==> src/rtl/cu_pkg.sv <==
// cu_pkg: shared definitions for the accumulator control unit.
//   - width parameters for the RAM word, address, ALU operand, ALU opcode, flags
//   - CPU instruction opcodes (instruction bits [15:12])
//   - ALU opcode encoding driven to the external ALU
//   - flag bit positions inside the ALU flag vector
//   - FSM state encoding and the decoded control bundle
package cu_pkg;

  localparam int datalines = 16;
  localparam int adlines   = 8;
  localparam int aluwidth  = 16;
  localparam int opsize    = 4;
  localparam int numflags  = 4;

  localparam logic [3:0] OP_HALT  = 4'h0;
  localparam logic [3:0] OP_LOAD  = 4'h1;
  localparam logic [3:0] OP_STORE = 4'h2;
  localparam logic [3:0] OP_ADD   = 4'h3;
  localparam logic [3:0] OP_SUB   = 4'h4;
  localparam logic [3:0] OP_AND   = 4'h5;
  localparam logic [3:0] OP_OR    = 4'h6;
  localparam logic [3:0] OP_XOR   = 4'h7;
  localparam logic [3:0] OP_JMP   = 4'h8;
  localparam logic [3:0] OP_JZ    = 4'h9;
  localparam logic [3:0] OP_JC    = 4'hA;

  localparam logic [opsize-1:0] ALU_ADD = 4'd0;
  localparam logic [opsize-1:0] ALU_SUB = 4'd1;
  localparam logic [opsize-1:0] ALU_AND = 4'd2;
  localparam logic [opsize-1:0] ALU_OR  = 4'd3;
  localparam logic [opsize-1:0] ALU_XOR = 4'd4;

  localparam int FLAG_Z = 0;
  localparam int FLAG_C = 1;
  localparam int FLAG_N = 2;
  localparam int FLAG_V = 3;

  typedef enum logic [1:0] {
    S_FETCH = 2'd0,
    S_EXEC  = 2'd1,
    S_HALT  = 2'd2
  } state_t;

  // Control bundle describing what the EXEC cycle of the current instruction does.
  typedef struct packed {
    logic [opsize-1:0] aluopcode;
    logic              read;
    logic              write;
    logic              load_a;
    logic              a_from_alu;
    logic              load_flags;
    logic              branch;
    logic              halt;
  } ctrl_t;

endpackage

==> src/rtl/cu_if.sv <==
// cu_if: bundle of the signals between the control unit and its external ALU/RAM.
//   master (control unit): drives aluopcode, aluin1, aluin2, toram, addressbus,
//                          read, write; receives aluout, flags, fromram.
//   slave  (ALU + RAM)   : the mirror image.
interface cu_if;
  import cu_pkg::*;

  logic [opsize-1:0]    aluopcode;
  logic [aluwidth-1:0]  aluin1;
  logic [aluwidth-1:0]  aluin2;
  logic [aluwidth-1:0]  aluout;
  logic [numflags-1:0]  flags;
  logic [datalines-1:0] fromram;
  logic [datalines-1:0] toram;
  logic [adlines-1:0]   addressbus;
  logic                 read;
  logic                 write;

  modport master (
    output aluopcode, aluin1, aluin2, toram, addressbus, read, write,
    input  aluout, flags, fromram
  );

  modport slave (
    input  aluopcode, aluin1, aluin2, toram, addressbus, read, write,
    output aluout, flags, fromram
  );
endinterface

==> src/rtl/cu_decode.sv <==
// cu_decode: combinational instruction decoder.
//   op     : instruction opcode (IR[15:12])
//   zflag  : latched zero flag, cflag: latched carry flag
//   ctrl   : EXEC-cycle controls (ALU opcode, strobes, A/flag loads, branch, halt)
// Opcodes B-F decode to an all-zero bundle, i.e. a NOP.
module cu_decode
  import cu_pkg::*;
(
  input  logic [3:0] op,
  input  logic       zflag,
  input  logic       cflag,
  output ctrl_t      ctrl
);

  always_comb begin
    ctrl = '0;
    case (op)
      OP_HALT:  ctrl.halt = 1'b1;
      OP_LOAD: begin
        ctrl.read   = 1'b1;
        ctrl.load_a = 1'b1;
      end
      OP_STORE: ctrl.write = 1'b1;
      OP_ADD, OP_SUB, OP_AND, OP_OR, OP_XOR: begin
        ctrl.read       = 1'b1;
        ctrl.load_a     = 1'b1;
        ctrl.a_from_alu = 1'b1;
        ctrl.load_flags = 1'b1;
        case (op)
          OP_SUB:  ctrl.aluopcode = ALU_SUB;
          OP_AND:  ctrl.aluopcode = ALU_AND;
          OP_OR:   ctrl.aluopcode = ALU_OR;
          OP_XOR:  ctrl.aluopcode = ALU_XOR;
          default: ctrl.aluopcode = ALU_ADD;
        endcase
      end
      OP_JMP:   ctrl.branch = 1'b1;
      OP_JZ:    ctrl.branch = zflag;
      OP_JC:    ctrl.branch = cflag;
      default:  ;
    endcase
  end

endmodule

==> src/rtl/cu_module.sv <==
// cu_module: two-cycle (FETCH, EXEC) accumulator control unit driving an
// external ALU and a level-sensitive RAM.
//   clk    : rising-edge clock
//   rst_n  : asynchronous active-low reset (PC=1, IR=A=flags=0, FETCH)
//   enable : when low every register holds and read/write are forced low
//   bus    : cu_if master port (ALU operands/opcode/result, RAM address/data/strobes)
module cu_module
  import cu_pkg::*;
(
  input  logic clk,
  input  logic rst_n,
  input  logic enable,
  cu_if.master bus
);

  logic [adlines-1:0]   pc;
  logic [datalines-1:0] ir;
  logic [aluwidth-1:0]  a;
  logic [numflags-1:0]  flagreg;
  state_t               state;
  state_t               next_state;
  ctrl_t                ctrl;
  logic [3:0]           op;
  logic [adlines-1:0]   addr;
  logic                 unused_bits;

  assign op   = ir[15:12];
  assign addr = ir[7:0];

  // IR[11:8] and the N/V flags are kept in the registers but never steer anything.
  assign unused_bits = ^{ir[11:8], flagreg[FLAG_N], flagreg[FLAG_V]};

  cu_decode u_decode (
    .op    (op),
    .zflag (flagreg[FLAG_Z]),
    .cflag (flagreg[FLAG_C]),
    .ctrl  (ctrl)
  );

  assign bus.aluin1 = a;
  assign bus.aluin2 = bus.fromram;
  assign bus.toram  = a;

  // Outputs are gated by rst_n as well as enable so that asserting reset kills
  // an in-flight STORE write pulse immediately, without waiting for a clock.
  always_comb begin
    next_state     = state;
    bus.addressbus = '0;
    bus.read       = 1'b0;
    bus.write      = 1'b0;
    bus.aluopcode  = '0;
    if (rst_n && enable) begin
      case (state)
        S_FETCH: begin
          bus.addressbus = pc;
          bus.read       = 1'b1;
          next_state     = S_EXEC;
        end
        S_EXEC: begin
          if (ctrl.read || ctrl.write) begin
            bus.addressbus = addr;
          end
          bus.read      = ctrl.read;
          bus.write     = ctrl.write;
          bus.aluopcode = ctrl.aluopcode;
          next_state    = ctrl.halt ? S_HALT : S_FETCH;
        end
        default: ;
      endcase
    end
  end

  always_ff @(posedge clk or negedge rst_n) begin
    if (!rst_n) begin
      pc      <= 8'd1;
      ir      <= '0;
      a       <= '0;
      flagreg <= '0;
      state   <= S_FETCH;
    end else if (enable) begin
      state <= next_state;
      case (state)
        S_FETCH: begin
          ir <= bus.fromram;
          pc <= pc + 8'd1;
        end
        S_EXEC: begin
          if (ctrl.load_a) begin
            a <= ctrl.a_from_alu ? bus.aluout : bus.fromram;
          end
          if (ctrl.load_flags) begin
            flagreg <= bus.flags;
          end
          if (ctrl.branch) begin
            pc <= addr;
          end
        end
        default: ;
      endcase
    end
  end

endmodule

==> src/flat_wrapper.sv <==
// flat-port wrapper written by rule: the top's interface ports become plain ports
module cu_module_flat import cu_pkg::*;
  (clk, rst_n, enable, bus_aluopcode, bus_aluin1, bus_aluin2, bus_toram, bus_addressbus, bus_read, bus_write, bus_aluout, bus_flags, bus_fromram);
  cu_if bus_i ();
  input  logic clk;
  input  logic rst_n;
  input  logic enable;
  output wire logic [$bits(bus_i.aluopcode)-1:0] bus_aluopcode;
  output wire logic [$bits(bus_i.aluin1)-1:0] bus_aluin1;
  output wire logic [$bits(bus_i.aluin2)-1:0] bus_aluin2;
  output wire logic [$bits(bus_i.toram)-1:0] bus_toram;
  output wire logic [$bits(bus_i.addressbus)-1:0] bus_addressbus;
  output wire logic [$bits(bus_i.read)-1:0] bus_read;
  output wire logic [$bits(bus_i.write)-1:0] bus_write;
  input wire logic [$bits(bus_i.aluout)-1:0] bus_aluout;
  input wire logic [$bits(bus_i.flags)-1:0] bus_flags;
  input wire logic [$bits(bus_i.fromram)-1:0] bus_fromram;
  assign bus_aluopcode = bus_i.aluopcode;
  assign bus_aluin1 = bus_i.aluin1;
  assign bus_aluin2 = bus_i.aluin2;
  assign bus_toram = bus_i.toram;
  assign bus_addressbus = bus_i.addressbus;
  assign bus_read = bus_i.read;
  assign bus_write = bus_i.write;
  assign bus_i.aluout = bus_aluout;
  assign bus_i.flags = bus_flags;
  assign bus_i.fromram = bus_fromram;
  cu_module u_core (.clk(clk), .rst_n(rst_n), .enable(enable), .bus(bus_i));
endmodule
==> config.mk <==
export PLATFORM = sky130hd
export DESIGN_NAME = cu_module_flat
export DESIGN_NICKNAME = d
export VERILOG_FILES = /design/src/rtl/cu_pkg.sv /design/src/rtl/cu_if.sv /design/src/rtl/cu_decode.sv /design/src/rtl/cu_module.sv /design/src/flat_wrapper.sv
export SDC_FILE = /design/constraint.sdc
export NUM_CORES = 1
export LEC_CHECK = 0
export ABC_AREA = 1
export CAP_MARGIN = 20
export CORE_MARGIN = 4
export CORE_UTILIZATION = 46
export CTS_CLUSTER_SIZE = 28
export DETAILED_ROUTE_END_ITERATION = 16
export GPL_TIMING_DRIVEN = 0
export PLACE_DENSITY = 0.86
export SKIP_LAST_GASP = 1
export SYNTH_ARGS = -nofsm -noshare
export SYNTH_HDL_FRONTEND = slang
export SYNTH_SLANG_ARGS = --single-unit
==> constraint.sdc <==
create_clock -name clk -period 2.8 [get_ports clk]
set_input_delay 0.42 -clock clk [delete_from_list [all_inputs] [get_ports clk]]
set_output_delay 0.42 -clock clk [all_outputs]
set_load 0.02 [all_outputs]
==> metrics.cfg, run 1 <==
[synth]
area_of_the_mapped_netlist_um2 = 2380
synth_flop_cell = sky130_fd_sc_hd__dfrtp_1
synth.ff_latch_count = 40
syn_nets = 347
async_flop_share_pct = 100
number_of_synthesis_warnings = 0
synth_sequential_area_ratio_pct = 42.1
synth_edf_count = 0
avgSynthCellArea_um2 = 7.76
synthesis.instances = 307
synth.distinct_cells = 22

[die]
number_of_top_level_pins = 101
die_y_um = 80.0
start_util_pct = 48.8
std_cell_rows = 25
dieWidth_um = 80.0
floorplan.die_area_um2 = 6390
coreArea_um2 = 4880

[clock_tree]
cts_setup_buffers = 0
tritoncts_num_sinks = 40
h_tree_levels = 2
tritoncts = yes
cts_inserted_buffers = 5
cts_root_buffer = sky130_fd_sc_hd__clkbuf_8
ctsLongestPathBuffers = 2
holdBufCountCts = 0
clk_pin_slew_worst_paths_ns = 0.08
clk-insertion-delay-late_ns = 0.29

[global_route]
grt_pass1_wl_um = 11200
track_usage_pct = 22.1
grt_antenna_before_repair = 0
vias_in_the_first_global_route = 2393
final_global_route_overflow_total = 0
maximum_number_of_pins_on_one_net_before_global_route_repair = 31

[placement]
place.port_buffers = 97
hpwl_um = 5320
gpl.final_weighted_congestion = 0.907
placed_area_um2 = 3450
dpl.cell_count = 472

[detailed_routing]
final_antenna_net_count = 0
first_iter_violations = 187
route.detailed.wl_per_inst_um = 14.1
drtPass1Iterations = 4
post_drt_via_cell_ratio = 5.09
wl_um = 6790
dr_total_vias = 2443
drc = 0

[power]
cellPowerDensity_nw_per_um2 = 331
fin_total_pwr_mw = 1.18
power.static_leakage_nw = 1.66
max-vdd-ir-drop_mv = 0.184

[sta]
rsz_0062_raised_after_global_routing = no
final.period_utilization_pct = 93.8
setup-tns-final_ns = 0
finalHoldViolCount = 0
finalMaxSlewViolations = 0
max_freq_mhz = 381
final_period_minus_worst_setup_slack_ns = 2.63
setup_violations = 0
finalClockSkew_ns = 0.00696
holdWs_ns = 0.0310

[critical_path]
reg2reg_depth = 8
worstPathMaxFanout = 10
cp-end-kind = primary output
path_class = reg2out
cp_data_required_time_ns = 2.38
startpoint_type = register
rr_endpoint = u_core.pc[3]
reg2reg_from = u_core.ir[13]
worst-endpoint-arrival_ns = 2.21
rrSetupSlack_ns = 1.31

[finish]
layout-drive-gt1-share_pct = 17.2
final_nets = 452
n_antenna_cell = 0
post-route-cell-area_um2 = 3560
fillerInstances = 397
layout.cells.most_common = sky130_fd_sc_hd__clkdlybuf4s50_1
most_used_cells_in_the_layout_excluding_fill_and_tap_cells = sky130_fd_sc_hd__clkdlybuf4s50_1, sky130_fd_sc_hd__nand2_1, sky130_fd_sc_hd__dfrtp_1
layout-area-overhead-vs-synth_pct = 49.5
instances_no_fill = 480

[run]
maxCapViolations = 0

[hold_path]
min-delay-path-class = in2async

[outcome]
run_status = finished, final reports clean

==> logic make-up (layout without fill, tap and decap cells) <==
group	after synthesis	count (layout)	share of synthesized area (%)
compound gates	42	42	9.77
fa+ha+maj	1	1	0.525
buf+inv	59	165	16.0
flops	40	40	42.1
mux	9	9	4.25
other cells	1	1	0.157
simple gates	155	155	27.2
==> layout make-up <==
type | count | area, um^2 | share of cell area, %
timing repair buffer | 98 | 986 | 27.7
clock buffer | 6 | 72.6 | 2.04
clock inverter | 2 | 35.0 | 0.983
sequential | 40 | 1000 | 28.1
tap | 67 | 83.8 | 2.35
inverter | 16 | 61.3 | 1.72
multi-input combinational | 208 | 1000 | 28.1
buffer | 43 | 320 | 8.99
==> critical path, stage by stage, from the launching register on <==
cell and delay [ns]:
sky130_fd_sc_hd__dfrtp_1 0.46, sky130_fd_sc_hd__inv_2 0.07, sky130_fd_sc_hd__nor2_4 0.13, sky130_fd_sc_hd__buf_4 0.18, sky130_fd_sc_hd__buf_4 0.19, sky130_fd_sc_hd__nand3_1 0.09
sky130_fd_sc_hd__a21oi_1 0.17, sky130_fd_sc_hd__clkdlybuf4s50_1 0.63
==> per-stage QoR <==
stage          utilization, %  setup WS (ns)
6_report                 73.0          0.173
2_1_floorplan               -           1.02
3_3_place_gp             70.4          -1.38
5_1_grt                  73.0         0.0689
4_1_cts                  72.9          0.155
3_5_place_dp             70.7          0.252
==> worst max path at each step <==
| stage | startpoint | to | slack, ns | cells after the start |
|---|---|---|---|---|
| 2_1_floorplan | u_core.state[0] | bus_aluopcode[1] | 1.02 | 6 |
| 3_3_place_gp | rst_n | bus_addressbus[1] | -1.38 | 4 |
| 3_5_place_dp | enable | bus_aluopcode[1] | 0.25 | 6 |
| 4_1_cts | u_core.ir[15] | bus_addressbus[2] | 0.15 | 6 |
| 5_1_grt | u_core.state[0] | bus_addressbus[2] | 0.07 | 7 |
| 6_report | u_core.state[0] | bus_addressbus[1] | 0.17 | 7 |
==> metal layers <==
layer,GRT usage [%],vias up,wire (um)
met5,0,-,0
met4,5.24,0,74
met3,5.64,9,540
met2,38.6,119,3430
met1,27.1,1135,2740
li1,-,1180,-
==> report_power, final <==
group | internal [mW] | switching, mW
Combinational | 0.0828 | 0.0572
Sequential | 0.577 | 0
Clock | 0.264 | 0.196
Total | 0.924 | 0.254
==> sequential cells by signal, indices dropped and copies added (netlist names) <==
| name | flops |
|---|---|
| u_core.bus.aluin1 | 16 |
| u_core.ir | 12 |
| u_core.pc | 8 |
| u_core.flagreg | 2 |
| u_core.state | 2 |
==> Yosys cell counts (2+ instances only) <==
cell type	count	area, um^2
sky130_fd_sc_hd__a21oi_1	14	70.1
sky130_fd_sc_hd__dfrtp_1	39	976
sky130_fd_sc_hd__nor2_4	3	33.8
sky130_fd_sc_hd__mux2_2	9	101
sky130_fd_sc_hd__nand2_2	3	18.8
sky130_fd_sc_hd__nand2_1	93	349
sky130_fd_sc_hd__buf_6	2	22.5
sky130_fd_sc_hd__o21ai_1	4	20.0
sky130_fd_sc_hd__a31oi_1	16	100
sky130_fd_sc_hd__nand3_1	26	130
sky130_fd_sc_hd__buf_4	37	278
sky130_fd_sc_hd__nor2_1	29	109
sky130_fd_sc_hd__o21ai_0	7	35.0
sky130_fd_sc_hd__buf_2	4	20.0
sky130_fd_sc_hd__inv_1	14	52.6
==> what timing repair did <==
action                                  CTS  global route
hold endpoints to repair                  0             0
endpoints found under the setup margin    0             1
gates resized for setup                   0             1
(Power assumes the default switching activity.)
==> run 2, diff against run 1 <==
--- a/config.mk
+++ b/config.mk
@@ -7,6 +7,7 @@
 export LEC_CHECK = 0
 export ABC_AREA = 1
 export CAP_MARGIN = 20
+export CORE_ASPECT_RATIO = 0.75
 export CORE_MARGIN = 4
 export CORE_UTILIZATION = 46
 export CTS_CLUSTER_SIZE = 28
@@ -14,6 +15,7 @@
 export GPL_TIMING_DRIVEN = 0
 export PLACE_DENSITY = 0.86
 export SKIP_LAST_GASP = 1
+export SLEW_MARGIN = 20
 export SYNTH_ARGS = -nofsm -noshare
 export SYNTH_HDL_FRONTEND = slang
 export SYNTH_SLANG_ARGS = --single-unit
==> run 2 against run 1 <==
Sequential share of layout area increased by 0.28 points. Worst setup slack got worse by 0.032 ns. Global-route usage increased by 0.18 points. Clock skew about the same. Maximum frequency decreased by 1.2%. Critical path depth unchanged. Largest cell class unchanged. Largest power group unchanged.
==> metrics.cfg, run 2 (synthesis gave the netlist of run 1 again) <==
[global_route]
vias_in_the_first_global_route = 2439  ; +1.9%
grt_pass1_wl_um = 11500  ; +2.8%
track_usage_pct = 22.3  ; +0.18 points
grt_antenna_before_repair = 0  ; unchanged
maximum_number_of_pins_on_one_net_before_global_route_repair = 29  ; -6.5%
final_global_route_overflow_total = 0  ; unchanged

[detailed_routing]
post_drt_via_cell_ratio = 5.21  ; +2.3%
drtPass1Iterations = 4  ; unchanged
drc = 0  ; unchanged
dr_total_vias = 2462  ; +0.78%
final_antenna_net_count = 0  ; unchanged
wl_um = 6980  ; +2.9%
first_iter_violations = 127  ; -32%
route.detailed.wl_per_inst_um = 14.8  ; +4.4%

[sta]
finalMaxSlewViolations = 0  ; unchanged
final_period_minus_worst_setup_slack_ns = 2.66  ; +0.0315 ns
rsz_0062_raised_after_global_routing = no
finalClockSkew_ns = 0.00700  ; +0.0000398 ns
setup_violations = 0  ; unchanged
max_freq_mhz = 376  ; -1.2%
finalHoldViolCount = 0  ; unchanged
final.period_utilization_pct = 94.9  ; +1.1 points

[critical_path]
worstPathMaxFanout = 10  ; unchanged
crit_buf_inv = 4  ; unchanged
path_class = reg2out
cp_data_required_time_ns = 2.38  ; about the same
startpoint_type = register
worst-endpoint-arrival_ns = 2.24  ; +0.03 ns
cpMaxStageDelayCell = sky130_fd_sc_hd__clkdlybuf4s50_1
cp_top_family = buffers and inverters
cp-end-kind = primary output
worstPathCellList = inv_2 > nor2_4 > buf_4 > buf_4 > nand3_1 > a21oi_1 > clkdlybuf4s50_1
cp_common_cell = sky130_fd_sc_hd__buf_4
crit_path_max_incr_delay_ns = 0.64  ; about the same

[run]
maxCapViolations = 0  ; unchanged

[placement]
place.port_buffers = 97  ; unchanged
gpl.final_weighted_congestion = 0.920  ; +1.4%
hpwl_um = 5530  ; +4.1%

[clock_tree]
cts_setup_buffers = 0  ; unchanged
cts_root_buffer = sky130_fd_sc_hd__clkbuf_8
holdBufCountCts = 0  ; unchanged
ctsLongestPathBuffers = 2  ; unchanged
clk-insertion-delay-late_ns = 0.30  ; about the same
h_tree_levels = 2  ; unchanged
tritoncts = yes
clk_pin_slew_worst_paths_ns = 0.08  ; about the same
tritoncts_num_sinks = 40  ; unchanged
cts_inserted_buffers = 5  ; unchanged

[finish]
n_antenna_cell = 0  ; unchanged
fillerInstances = 425  ; +7.1%
most_used_cells_in_the_layout_excluding_fill_and_tap_cells = sky130_fd_sc_hd__clkdlybuf4s50_1, sky130_fd_sc_hd__nand2_1, sky130_fd_sc_hd__dfrtp_1
final_nets = 452  ; unchanged
multi_input_comb_area_um2 = 998  ; -0.25%
ff_latch_area_um2 = 1000  ; unchanged
fin_util_pct = 71.2  ; -1.8 points
layout-drive-gt1-share_pct = 16.7  ; -0.48 points
layout-area-overhead-vs-synth_pct = 48.1
largest_register_ffs = 16  ; unchanged
layout.cells.most_common = sky130_fd_sc_hd__clkdlybuf4s50_1

[power]
power.static_leakage_nw = 1.65  ; -0.71%
max-vdd-ir-drop_mv = 0.227  ; +23%
fin_total_pwr_mw = 1.10  ; -6.9%
cellPowerDensity_nw_per_um2 = 311  ; -6.0%

[outcome]
run_status = finished, final reports clean

[die]
coreArea_um2 = 4950  ; +1.5%
number_of_top_level_pins = 101  ; unchanged
dieWidth_um = 91.1  ; +14%
std_cell_rows = 22  ; -12%
start_util_pct = 48.1  ; -0.74 points
floorplan.die_area_um2 = 6410  ; +0.19%
die_y_um = 70.3  ; -12%

[hold_path]
min-delay-path-class = in2async

## run 2: worst reg2reg max path: stages (launching register included)
cell	delay (ns)
sky130_fd_sc_hd__dfrtp_1	0.44
sky130_fd_sc_hd__nand2_1	0.15
sky130_fd_sc_hd__nand2_1	0.09
sky130_fd_sc_hd__nand2_2	0.19
sky130_fd_sc_hd__clkinv_2	0.16
sky130_fd_sc_hd__buf_4	0.20
sky130_fd_sc_hd__nand2_1	0.07
sky130_fd_sc_hd__a31oi_1	0.07
## run 2: cell type report
class,count,share of cell area [%]
Buffer,43,9.08
Clock buffer,7,2.16
Clock inverter,1,0.142
Inverter,16,1.74
Multi-Input combinational cell,208,28.3
Sequential cell,40,28.4
Tap cell,60,2.13
Timing Repair Buffer,98,28.0
## run 2: power breakdown
| part | leakage [nW] | internal, mW | switching [mW] | total, mW |
|---|---|---|---|---|
| registers | 0.519 | 0.577 | 0 | 0.577 |
| clock network | 0.0422 | 0.175 | 0.205 | 0.380 |
| logic | 1.09 | 0.0831 | 0.0562 | 0.139 |
| total | 1.65 | 0.835 | 0.261 | 1.10 |
## run 2: per-stage QoR
step / hold slack [ns] / worst slack, ns / TNS, ns / instance area [um^2] / instances
floorplan: 0.124 / 1.02 / 0 / 2380 / 307
global placement: 0.488 / -1.44 / -16.82 / 3430 / 464
detailed placement: 0.370 / 0.147 / 0 / 3440 / 465
CTS: 0.0419 / 0.130 / 0 / 3520 / 473
global route: 0.0144 / 0.00147 / 0 / 3530 / 473
finish: 0.00628 / 0.142 / 0 / 3530 / 473
## run 2: layer usage
layer | routed length, um | part of all wire (%) | track usage, %
met1 | 2970 | 42 | 29.6
met2 | 3240 | 46 | 35.2
met3 | 674 | 9.7 | 5.71
met4 | 99 | 1.4 | 7.86
met5 | 0 | 0 | 0
## run 2: worst paths after layout
path | from | end | slack, ns | cells after the start
min in group clk | u_core.flagreg[1] | u_core.flagreg[1] | 0.52 | 2
min reg2reg | u_core.flagreg[1] | u_core.flagreg[1] | 0.52 | 2
max in group asynchronous | rst_n | u_core.bus.aluin1[2] | 2.37 | 2
max | u_core.state[0] | bus_addressbus[4] | 0.14 | 7
max reg2reg | u_core.ir[12] | u_core.bus.aluin1[15] | 1.30 | 7
min | rst_n | u_core.bus.aluin1[15] | 0.006 | 1
## run 2: what timing repair did
action | in CTS | in global routing
resized for setup | 0 | 1
setup endpoints to repair | 0 | 1
hold endpoints to repair | 0 | 0
==> run 3, diff against run 2 <==
--- a/config.mk
+++ b/config.mk
@@ -9,11 +9,11 @@
 export CAP_MARGIN = 20
 export CORE_ASPECT_RATIO = 0.75
 export CORE_MARGIN = 4
-export CORE_UTILIZATION = 46
+export CORE_UTILIZATION = 39
 export CTS_CLUSTER_SIZE = 28
 export DETAILED_ROUTE_END_ITERATION = 16
 export GPL_TIMING_DRIVEN = 0
-export PLACE_DENSITY = 0.86
+export PLACE_DENSITY = 0.77
 export SKIP_LAST_GASP = 1
 export SLEW_MARGIN = 20
 export SYNTH_ARGS = -nofsm -noshare
==> constraint.sdc (replaced) <==
create_clock -name clk -period 2.2 [get_ports clk]
set_input_delay 0.33 -clock clk [delete_from_list [all_inputs] [get_ports clk]]
set_output_delay 0.33 -clock clk [all_outputs]
set_load 0.02 [all_outputs]
==> run 3 against run 2 <==
Count of clock-buffer cells in the layout is 1 lower. Register-to-register slack got worse by 0.64 ns. Sequential power is 27% higher. Combinational power increased by 29%. Final cell count up 4.0%. Sequential share of layout area is 0.11 points lower. Critical path type is now in2out. Clock power increased by 34%. Worst hold slack better by 0.056 ns. Clock skew is essentially flat. Cell area grew 0.50%. Routed wire length up 1.2%. Worst setup slack got worse by 0.065 ns. Highest routed layer unchanged.
==> metrics.cfg, run 3 (synthesis gave the netlist of run 1 again) <==
[power]
cellPowerDensity_nw_per_um2 = 402  ; +29%
power.static_leakage_nw = 1.73  ; +4.7%
max-vdd-ir-drop_mv = 0.289  ; +28%

[detailed_routing]
wl_um = 7060  ; +1.2%
final_antenna_net_count = 0  ; unchanged
post_drt_via_cell_ratio = 4.95  ; -5.0%
drc = 0  ; unchanged
drtPass1Iterations = 4  ; unchanged
dr_total_vias = 2433  ; -1.2%
route.detailed.wl_per_inst_um = 14.4  ; -2.7%
first_iter_violations = 129  ; +1.6%

[critical_path]
cpMaxStageDelayCell = sky130_fd_sc_hd__clkdlybuf4s50_1
worstPathCellList = clkdlybuf4s50_1 > nand3_1 > inv_1 > nand3_1 > nor2_1 > dlygate4sd2_1
reg2reg_depth = 5  ; -2
cp-end-kind = primary output
path_class = in2out
startpoint_type = primary input
crit_path_max_incr_delay_ns = 0.61  ; -0.03 ns
worst-endpoint-arrival_ns = 1.79  ; -0.45 ns
worstPathMaxFanout = 6  ; -4
cp_data_required_time_ns = 1.87  ; -0.51 ns
cp_common_cell = sky130_fd_sc_hd__nand3_1

[finish]
layout-area-overhead-vs-synth_pct = 48.8
layout-drive-gt1-share_pct = 20.3  ; +3.6 points
most_used_cells_in_the_layout_excluding_fill_and_tap_cells = sky130_fd_sc_hd__nand2_1, sky130_fd_sc_hd__clkdlybuf4s50_1, sky130_fd_sc_hd__dfrtp_1
layout.cells.most_common = sky130_fd_sc_hd__nand2_1
fin_util_pct = 60.5  ; -11 points
n_antenna_cell = 0  ; unchanged
largest_register_ffs = 16  ; unchanged
final_nets = 453  ; +0.22%

[clock_tree]
tritoncts_num_sinks = 40  ; unchanged
clk-insertion-delay-late_ns = 0.29  ; about the same
cts_inserted_buffers = 5  ; unchanged
cts_root_buffer = sky130_fd_sc_hd__clkbuf_8
h_tree_levels = 2  ; unchanged
ctsLongestPathBuffers = 2  ; unchanged
clk_pin_slew_worst_paths_ns = 0.08  ; about the same
tritoncts = yes

[sta]
max_freq_mhz = 471
worst-slew-pin-transition_ns = 0.577
finalMaxSlewViolations = 0  ; unchanged
setup_ws_ns = 0.0769  ; -0.0649 ns
final_period_minus_worst_setup_slack_ns = 2.12
finalHoldViolCount = 0  ; unchanged
setup-tns-final_ns = 0  ; unchanged
setup_violations = 0  ; unchanged
finalClockSkew_ns = 0.00674  ; -0.000257 ns
final.period_utilization_pct = 96.5
max_slew_margin_pct = 61.4

[die]
die_y_um = 75.7  ; +7.6%
std_cell_rows = 24  ; +9.1%
start_util_pct = 40.7  ; -7.4 points
floorplan.die_area_um2 = 7440  ; +16%
number_of_top_level_pins = 101  ; unchanged
coreArea_um2 = 5860  ; +18%
dieWidth_um = 98.2  ; +7.8%

[hold_path]
min-delay-path-class = in2async

[run]
maxCapViolations = 0  ; unchanged

[placement]
gpl.final_weighted_congestion = 0.927  ; +0.79%
place.port_buffers = 97  ; unchanged
hpwl_um = 5510  ; -0.39%
dp_worst_setup_slack_ns = -0.297  ; -0.445 ns

[outcome]
run_status = finished, final reports clean

[global_route]
final_global_route_overflow_total = 0  ; unchanged
vias_in_the_first_global_route = 2385  ; -2.2%
track_usage_pct = 19.2  ; -3.0 points
grt_pass1_wl_um = 11400  ; -0.72%
grt_antenna_before_repair = 0  ; unchanged
maximum_number_of_pins_on_one_net_before_global_route_repair = 29  ; unchanged

[run 3: area by class of cell]
class | count | area (um^2)
plain buffers | 42 | 313
repair buffers | 100 | 967
inverters | 16 | 61.3
clock buffers | 6 | 82.6
fillers | 552 | 2310
well taps | 78 | 97.6
flip-flops and latches | 40 | 1000
clock inverters | 2 | 10.0
multi-input cells | 208 | 1010
[run 3: per-layer routing]
metal	GRT usage, %	routed length (um)
met3	5.22	604
met5	0	0
met2	33.2	3240
met4	4.09	58
met1	24.8	3160
[run 3: critical path, delay by kind of cell]
kind,cells,cell delay (ns)
buf+inv,3,1.04
simple gates,3,0.42
[run 3: where the power goes]
part	internal [mW]	switching (mW)	total, mW
Combinational	0.107	0.0737	0.180
Clock	0.250	0.259	0.509
Sequential	0.735	0	0.735
Total	1.09	0.333	1.42
[run 3: path summary, 6_finish.rpt]
kind | start | endpoint | slack, ns
min reg2reg | u_core.flagreg[1] | u_core.flagreg[1] | 0.51
max | enable | bus_aluopcode[2] | 0.08
max in group asynchronous | rst_n | u_core.state[1] | 1.11
max reg2reg | u_core.state[0] | u_core.ir[13] | 0.66
min | rst_n | u_core.ir[3] | 0.06
min in group clk | rst_n | u_core.state[0] | 0.45
[run 3: what timing repair did]
item                       4_1_cts  5_1_grt
setup buffers                    1        0
cloned                           0        0
hold endpoints to repair        12        0
resized for setup               28       13
hold buffers                     1        0
setup endpoints to repair       11       11
[run 3: per-stage QoR]
| stage | hold WS, ns | power (mW) | instance area (um^2) | std cells |
|---|---|---|---|---|
| detailed placement | 0.272 | 0.928 | 3470 | 483 |
| finish | 0.0622 | 1.42 | 3540 | 492 |
| global route | 0.0721 | 1.48 | 3540 | 492 |
| floorplan | 0.0344 | 0.803 | 2380 | 307 |
| global placement | 0.491 | 0.924 | 3450 | 482 |
| CTS | 0.0563 | 1.43 | 3570 | 493 |
